<file path="src/rtl/angle_sweep_ctrl.sv">
// Angle sweep sequencer for the trig LUT: steps an angle, reads sin then cos,
// and presents {angle, sin, cos} triples on a valid/ready output.
module angle_sweep_ctrl #(
  parameter int LAT     = 1,
  parameter int ANG_MAX = 3600
) (
  input  logic        clk,
  input  logic        rst,
  input  logic        start,
  input  logic        stop,
  input  logic [11:0] start_deg,
  input  logic [11:0] step,
  input  logic [11:0] n_points,
  output logic [11:0] degree,
  output logic        iscos,
  input  logic [9:0]  value,
  output logic        out_valid,
  input  logic        out_ready,
  output logic [11:0] angle_out,
  output logic [9:0]  sin_out,
  output logic [9:0]  cos_out,
  output logic        busy,
  output logic        done
);

  typedef enum logic [1:0] {
    IDLE     = 2'd0,
    SIN_WAIT = 2'd1,
    COS_WAIT = 2'd2,
    OUT      = 2'd3
  } state_t;

  localparam logic [12:0] ANG_MAX_C = 13'(ANG_MAX);
  localparam logic [2:0]  LAT_C     = 3'(LAT);

  // Sum fits in 13 bits (3599 + 4095); two conditional subtractions fold it back.
  function automatic logic [11:0] wrap_add(input logic [11:0] a, input logic [11:0] b);
    logic [12:0] s;
    s = {1'b0, a} + {1'b0, b};
    if (s >= ANG_MAX_C) s = s - ANG_MAX_C;
    if (s >= ANG_MAX_C) s = s - ANG_MAX_C;
    return s[11:0];
  endfunction

  function automatic logic [11:0] clamp_ang(input logic [11:0] a);
    return ({1'b0, a} >= ANG_MAX_C) ? 12'd0 : a;
  endfunction

  state_t      state, state_nxt;
  logic [2:0]  wcnt;
  logic [11:0] angle;
  logic [11:0] step_q;
  logic [11:0] npts_q;
  logic [11:0] pcnt;
  logic [11:0] pcnt_inc;
  logic [11:0] angle_nxt;
  logic        wait_end;
  logic        last_pt;
  logic        ld_start, cap_sin, cap_cos, adv, fin, abort;

  assign pcnt_inc  = pcnt + 12'd1;
  assign angle_nxt = wrap_add(angle, step_q);
  assign wait_end  = (wcnt == LAT_C);
  assign last_pt   = (npts_q != 12'd0) && (pcnt_inc == npts_q);

  assign out_valid = (state == OUT);
  assign busy      = (state != IDLE);

  always_comb begin
    state_nxt = state;
    ld_start  = 1'b0;
    cap_sin   = 1'b0;
    cap_cos   = 1'b0;
    adv       = 1'b0;
    fin       = 1'b0;
    abort     = 1'b0;
    case (state)
      IDLE: begin
        if (start && !stop) begin
          ld_start  = 1'b1;
          state_nxt = SIN_WAIT;
        end
      end
      SIN_WAIT: begin
        if (stop) begin
          abort     = 1'b1;
          state_nxt = IDLE;
        end else if (wait_end) begin
          cap_sin   = 1'b1;
          state_nxt = COS_WAIT;
        end
      end
      COS_WAIT: begin
        if (stop) begin
          abort     = 1'b1;
          state_nxt = IDLE;
        end else if (wait_end) begin
          cap_cos   = 1'b1;
          state_nxt = OUT;
        end
      end
      OUT: begin
        // stop beats a same-cycle accept: the triple is dropped and not counted
        if (stop) begin
          abort     = 1'b1;
          state_nxt = IDLE;
        end else if (out_ready) begin
          if (last_pt) begin
            fin       = 1'b1;
            state_nxt = IDLE;
          end else begin
            adv       = 1'b1;
            state_nxt = SIN_WAIT;
          end
        end
      end
      default: state_nxt = IDLE;
    endcase
  end

  always_ff @(posedge clk or posedge rst) begin
    if (rst) begin
      state <= IDLE;
      wcnt  <= 3'd0;
      done  <= 1'b0;
    end else begin
      state <= state_nxt;
      done  <= fin;
      if ((state == SIN_WAIT || state == COS_WAIT) && !wait_end && !stop)
        wcnt <= wcnt + 3'd1;
      else
        wcnt <= 3'd0;
    end
  end

  // degree/iscos only move on state transitions so the LUT sees stable inputs
  always_ff @(posedge clk or posedge rst) begin
    if (rst) begin
      angle     <= 12'd0;
      step_q    <= 12'd0;
      npts_q    <= 12'd0;
      pcnt      <= 12'd0;
      degree    <= 12'd0;
      iscos     <= 1'b0;
      angle_out <= 12'd0;
      sin_out   <= 10'd0;
      cos_out   <= 10'd0;
    end else begin
      if (ld_start) begin
        step_q <= step;
        npts_q <= n_points;
        angle  <= clamp_ang(start_deg);
        degree <= clamp_ang(start_deg);
        pcnt   <= 12'd0;
      end
      if (cap_sin)
        sin_out <= value;
      if (cap_cos) begin
        cos_out   <= value;
        angle_out <= angle;
      end
      if (adv) begin
        angle  <= angle_nxt;
        degree <= angle_nxt;
      end
      if (adv || fin)
        pcnt <= pcnt_inc;
      if (cap_sin)
        iscos <= 1'b1;
      else if (ld_start || adv || fin || abort)
        iscos <= 1'b0;
    end
  end

endmodule
</file>
<file path="config.mk">
export PLATFORM = sky130hd
export DESIGN_NAME = angle_sweep_ctrl
export DESIGN_NICKNAME = d
export VERILOG_FILES = /design/src/rtl/angle_sweep_ctrl.sv
export SDC_FILE = /design/constraint.sdc
export NUM_CORES = 1
export LEC_CHECK = 0
export CAP_MARGIN = 25
export CORE_MARGIN = 2
export CORE_UTILIZATION = 42
export DETAILED_ROUTE_END_ITERATION = 10
export PLACE_DENSITY_LB_ADDON = 0.3
export SLEW_MARGIN = 20
export SYNTH_ARGS = -nofsm -noshare
export SYNTH_HDL_FRONTEND = slang
export SYNTH_SLANG_ARGS = --single-unit
</file>
<file path="constraint.sdc">
create_clock -name clk -period 3.6 [get_ports clk]
set_input_delay 0.72 -clock clk [delete_from_list [all_inputs] [get_ports clk]]
set_output_delay 0.72 -clock clk [all_outputs]
set_load 0.01 [all_outputs]
</file>
== Yosys cells after proc, flatten, opt, wreduce, memory -nomap -nowiden ==
Index checks and enable logic that the tools add are counted.
Cells by class
  divide/modulo/power cells: 0
  eq/ne operators: 9
  bitwise operators: 0
  reduce and logical (&&, ||, !) cells: 19
  magnitude comparators: 3
  shifts and indexed selects: 0
  $add $sub $neg: 5
  multiplexer cells: 35
  $mul: 0
Operators with widths (count)
  12-bit 2-to-1 mux: 6
  13-bit by 12-bit >= comparator with 1-bit output, second input constant: 2
  1-bit 2-to-1 mux: 19
  2-bit 2-to-1 mux: 7
  12-bit by 12-bit adder with 13-bit output: 1
  13-bit 2-to-1 mux: 1
  13-bit by 12-bit subtractor with 13-bit output, second input constant: 1
  12-bit by 1-bit adder with 12-bit output, second input constant: 1
  12-bit == test: 1
  12-bit >= comparator, second input constant: 1
  12-bit nonzero test: 1
  12-bit subtractor, second input constant: 1
  2-bit case mux with 4 select lines: 1
  2-bit nonzero test: 4
  3-bit != test, second input constant: 2
  1-bit logical OR: 5
  2-bit == test, second input constant: 2
  1-bit logical AND: 4
  4-bit AND reduction: 1
  3-bit by 1-bit adder with 3-bit output, second input constant: 1
  3-bit by 1-bit == test with 1-bit output, second input constant: 1
  3-bit 2-to-1 mux: 1
  3-bit by 2-bit != test with 1-bit output, second input constant: 1
  3-bit OR reduction: 1
  other kinds (4): 5
Storage, ports and cells
  RAM bits: 0
  input port bits: 51
  logic and storage cells: 82
  output and inout port bits: 48
  bits in latches: 0
  memories: 0
  memory bits (read-only): 0
  flip-flop bits (word level): 87

== Depth between registers and ports, before layout ==
Gate-level depths: netlist of the first run.
  depth after elaboration: 12
  depth in mapped cells: 22
  mapped depth without buffers: 22

== Least setup slack after synthesis of the first run ==
No wires, ideal clock.
  path kind: reg-to-reg
  start: reg angle[0]
  end: reg angle[5]
  required time: 3.527 ns
  buffers on the path: 0
  setup time: 0.073 ns
  stages on the path, launching flop included: 16
  data arrival time: 3.841 ns
  period minus slack after synthesis: 3.914 ns
  setup slack: -0.314 ns
  cell sequence: dfrtp_1 -> ha_1 -> inv_1 -> fa_1 -> nor2b_4 -> o21ai_0 -> or3b_2 -> nand2_1 -> ha_1 -> nor2b_1 -> nand2_1 -> or4b_2 -> a311oi_4 -> nor2_2 -> mux2_4 -> a21oi_2
Between the ends
  cells in the longest elaborated chain, start to end: 6
  elaborated cells on any way between the ends: 8
  those cells by class: add/sub (3); order compare (2); mux (3)
Ends and longest elaborated chain
  start, declared: line 51  | logic [11:0] angle;
  start signal, assigned: line 152  | angle <= clamp_ang(start_deg);
  start signal, assigned: line 163  | angle <= angle_nxt;
  12-bit by 12-bit adder with 13-bit output *: line 39  | s = {1'b0, a} + {1'b0, b};
  13-bit by 12-bit subtractor with 13-bit output / 13-bit by 12-bit >= comparator with 1-bit output (equally long branches): line 40  | if (s >= ANG_MAX_C) s = s - ANG_MAX_C;
  13-bit 2-to-1 mux *: line 40
  12-bit subtractor / 13-bit by 12-bit >= comparator with 1-bit output (equally long branches): line 41  | if (s >= ANG_MAX_C) s = s - ANG_MAX_C;
  12-bit 2-to-1 mux *: line 41
  12-bit 2-to-1 mux *: line 162  | if (adv) begin
Mark *: on every way between the ends. The rest lies on a longest branch, timed or not.
A chain may end at the register's enable or synchronous reset.

== Final worst setup path of the first run ==
  start: reg angle[0]
  end: reg angle[10]
The elaborated chain is that of the path after synthesis.

==> results of run 1 <==
cells in the final DEF, fill, tap and decap left out, types with 5 or more instances in the layout:
cell | netlist | layout
a21oi_1 | 23 | 21
a221oi_1 | 7 | 6
a22oi_1 | 5 | 5
a31oi_1 | 6 | 6
and2_1 | 5 | 5
and3_1 | 9 | 9
buf_4 | 0 | 62
clkbuf_16 | 0 | 9
clkdlybuf4s50_1 | 0 | 98
dfrtp_1 | 87 | 87
ha_1 | 22 | 16
inv_1 | 12 | 9
mux2_2 | 60 | 60
nand2_1 | 37 | 33
nand3_1 | 13 | 11
nor2_1 | 29 | 26
nor3_1 | 8 | 5
nor4_1 | 5 | 5
o21ai_0 | 36 | 34
xnor2_1 | 15 | 14
xor2_1 | 19 | 19
registers in the layout (all words and copies together) (netlist names):
name	count
angle	12
pcnt	12
cos_out	10
step_q	12
state	2
done	1
wcnt	3
angle_out	12
sin_out	10
npts_q	12
iscos	1
layer usage:
metal / routed length, um / GRT usage
met2: 7600 / 0.393
met5: 0 / 0
met3: 551 / 0.0348
met4: 265 / 0.0699
met1: 6470 / 0.289
layout make-up:
| type | count | area share |
|---|---|---|
| multi-input cells | 382 | 0.424 |
| clock inverters | 3 | 0.00616 |
| repair buffers | 163 | 0.205 |
| inverters | 12 | 0.00667 |
| flip-flops and latches | 87 | 0.298 |
| clock buffers | 12 | 0.0323 |
| well taps | 168 | 0.0287 |
worst min-delay path by stage:
| stage | startpoint | to | slack [ns] | cells after the start |
|---|---|---|---|---|
| detailed placement | wcnt[0] | wcnt[0] | 0.46 | 1 |
| finish | wcnt[0] | wcnt[0] | 0.47 | 1 |
| CTS | wcnt[0] | wcnt[0] | 0.47 | 1 |
| global route | wcnt[0] | wcnt[0] | 0.50 | 1 |
| floorplan | wcnt[0] | wcnt[0] | 0.44 | 1 |
| global placement | wcnt[0] | wcnt[0] | 0.45 | 1 |
kinds of logic after synthesis:
kind of cell / after synthesis / share of synthesized area
AOI/OAI and AO/OA: 127 / 0.174
DFF: 87 / 0.419
and+or+nand+nor: 133 / 0.129
buffers and inverters: 34 / 0.0245
adders and majority gates: 23 / 0.0568
xor gates and xnor gates: 34 / 0.0573
muxes: 65 / 0.141
stage by stage:
stage	total power, mW	area (um2)
3_3_place_gp	7.30	6800
5_1_grt	9.62	7320
4_1_cts	8.63	7180
2_1_floorplan	5.03	5240
6_report	9.06	7320
3_5_place_dp	7.39	6800
worst max-delay path, stage by stage, from the launching register on:
cell      delay, ns
dfrtp_1        0.36
ha_2           0.19
inv_2          0.04
fa_2           0.38
nor2b_4        0.18
buf_4          0.14
o311ai_4       0.11
a21boi_2       0.28
nor2_1         0.13
buf_4          0.20
nand3b_1       0.22
o32a_1         0.35
o221ai_1       0.27
o211ai_1       0.15
o221ai_1       0.24
xor2_1         0.18
mux2i_1        0.09
repair_timing:
| action | 4_1_cts | 5_1_grt |
|---|---|---|
| cloned | 0 | 0 |
| endpoints found under the setup margin | 6 | 7 |
| buffers inserted | 3 | 5 |
| pin swaps | 10 | 16 |
| gates resized for setup | 17 | 17 |
report_power, final:
| part | switching (mW) | internal [mW] | leakage [nW] | total [mW] |
|---|---|---|---|---|
| Sequential | 0.275 | 1.34 | 1.12 | 1.61 |
| Combinational | 3.27 | 3.27 | 1.86 | 6.54 |
| Clock | 0.377 | 0.535 | 0.129 | 0.912 |
==> impl_metrics.toml, run 1 <==
[synthesis]
synth_largest_area_cell = "dfrtp_1"
synth_edf_count = 0
synthTopCellsByArea = "dfrtp_1 42%, mux2_2 13%, ha_1 5.3%"
synth.most_common_cell = "dfrtp_1"
synth-seq-cells = 87
avgSynthCellArea_um2 = 10.3
async_reset_ff_frac = 1.00
yosysTopAreaCellShare = 0.419
syn_inst = 503
synth_top_flop_cell = "dfrtp_1"
synth_common_cells = "87 x dfrtp_1, 60 x mux2_2, 37 x nand2_1, 36 x o21ai_0, 29 x nor2_1"
syn_nets = 577
yosys_warnings = 0
synth_area_um2 = 5200
synth_cell_types = 69
yosysSeqAreaShare = 0.419

[cts]
clockRootBuffer = "clkbuf_16"
postCtsHoldBufs = 0
cts_tree = "built"
cts_max_level = 3
numClockSinks = 87
clkTransAtPathRegs_ns = 0.06
cts.path.max_buffers = 2
numCtsBuffers = 9
clock_latency_ns = 0.33

[placement]
place_congestion = 0.919
place_inst = 804
pre_cts_ws_ns = -0.101
hpwl_um = 11200
port_buffers = 98

[critical_path]
reg2reg_from = "angle[0]"
path_max_fanout = 8
cp-start-kind = "flip-flop"
cp.required_ns = 3.78
worstReg2RegEnd = "angle[10]"
cp-end-kind = "flip-flop"
cp-startpoint = "angle[0]"
crit_arrival_ns = 3.85
r2r_slack_ns = -0.07
endpoint = "angle[10]"
rr_worst_depth = 16
criticalPathCategory = "flip-flop to flip-flop"

[run_status]
violations = "negative setup slack"
run_status = "complete, but fails checks"

[sta]
rsz0062_at_grt = "yes"
setup_viol_count_final = 4
min_period_over_period = 1.02
relSlewSlack = 0.400
worst_pin_slew_ns = 0.900
fin_ws_ns = -0.0715
finalHoldViolations = 0
timing.hold.ws_ns = 0.472
tns_ns = -0.156
maxClockFrequency_mhz = 272
period_needed_ns = 3.67
slew_violations = 0
finalClockSkew_ns = 0.00529

[floorplanning]
fp-row-count = 40
fp.dieH_um = 115
pin_count = 99
die_area_um2 = 13300
core_area_um2 = 12100
initial_core_util = 0.431
dieWidth_um = 115

[layout]
flow.area_growth_from_synthesis_pct = 40.7
antenna_cells = 0
seqCellArea_um2 = 2180
multi_input_area_um2 = 3100
final_cells = 827
layout.nets = 729
finish.utilization = 0.607
post_route_cells_drive_above_1_share = 0.281
fill_cells = 997

[routing]
drt_iter0_drc = 353
postRouteAntennaNets = 0
via_count = 4594
via_per_inst = 5.56
drcViolationCount = 0
avgRoutedWirePerCell_um = 18.0
firstDrtPassIters = 5
wirelength_um = 14900

[pwr]
power_density_nw_per_um2 = 1240
power.leakage_nw = 3.10
vdd_drop_max_v = 0.00103

[global_routing]
track_usage = 0.226
grt_overflow = 0
grt_max_degree = 47
antenna_found_initial = 0
grt_first_pass_wirelength_um = 23500
grt_pass1_vias = 4607

[run]
cap_violations = 0

[hold_path]
hp-class = "flip-flop to flip-flop"
(Power assumes the default switching activity.)
==> run 2, diff against run 1 <==
--- a/config.mk
+++ b/config.mk
@@ -10,7 +10,6 @@
 export CORE_UTILIZATION = 42
 export DETAILED_ROUTE_END_ITERATION = 10
 export PLACE_DENSITY_LB_ADDON = 0.3
-export SLEW_MARGIN = 20
 export SYNTH_ARGS = -nofsm -noshare
 export SYNTH_HDL_FRONTEND = slang
 export SYNTH_SLANG_ARGS = --single-unit
==> results of run 2 <==
Same layout as run 1: the final DEF is identical, and so are final timing and power.
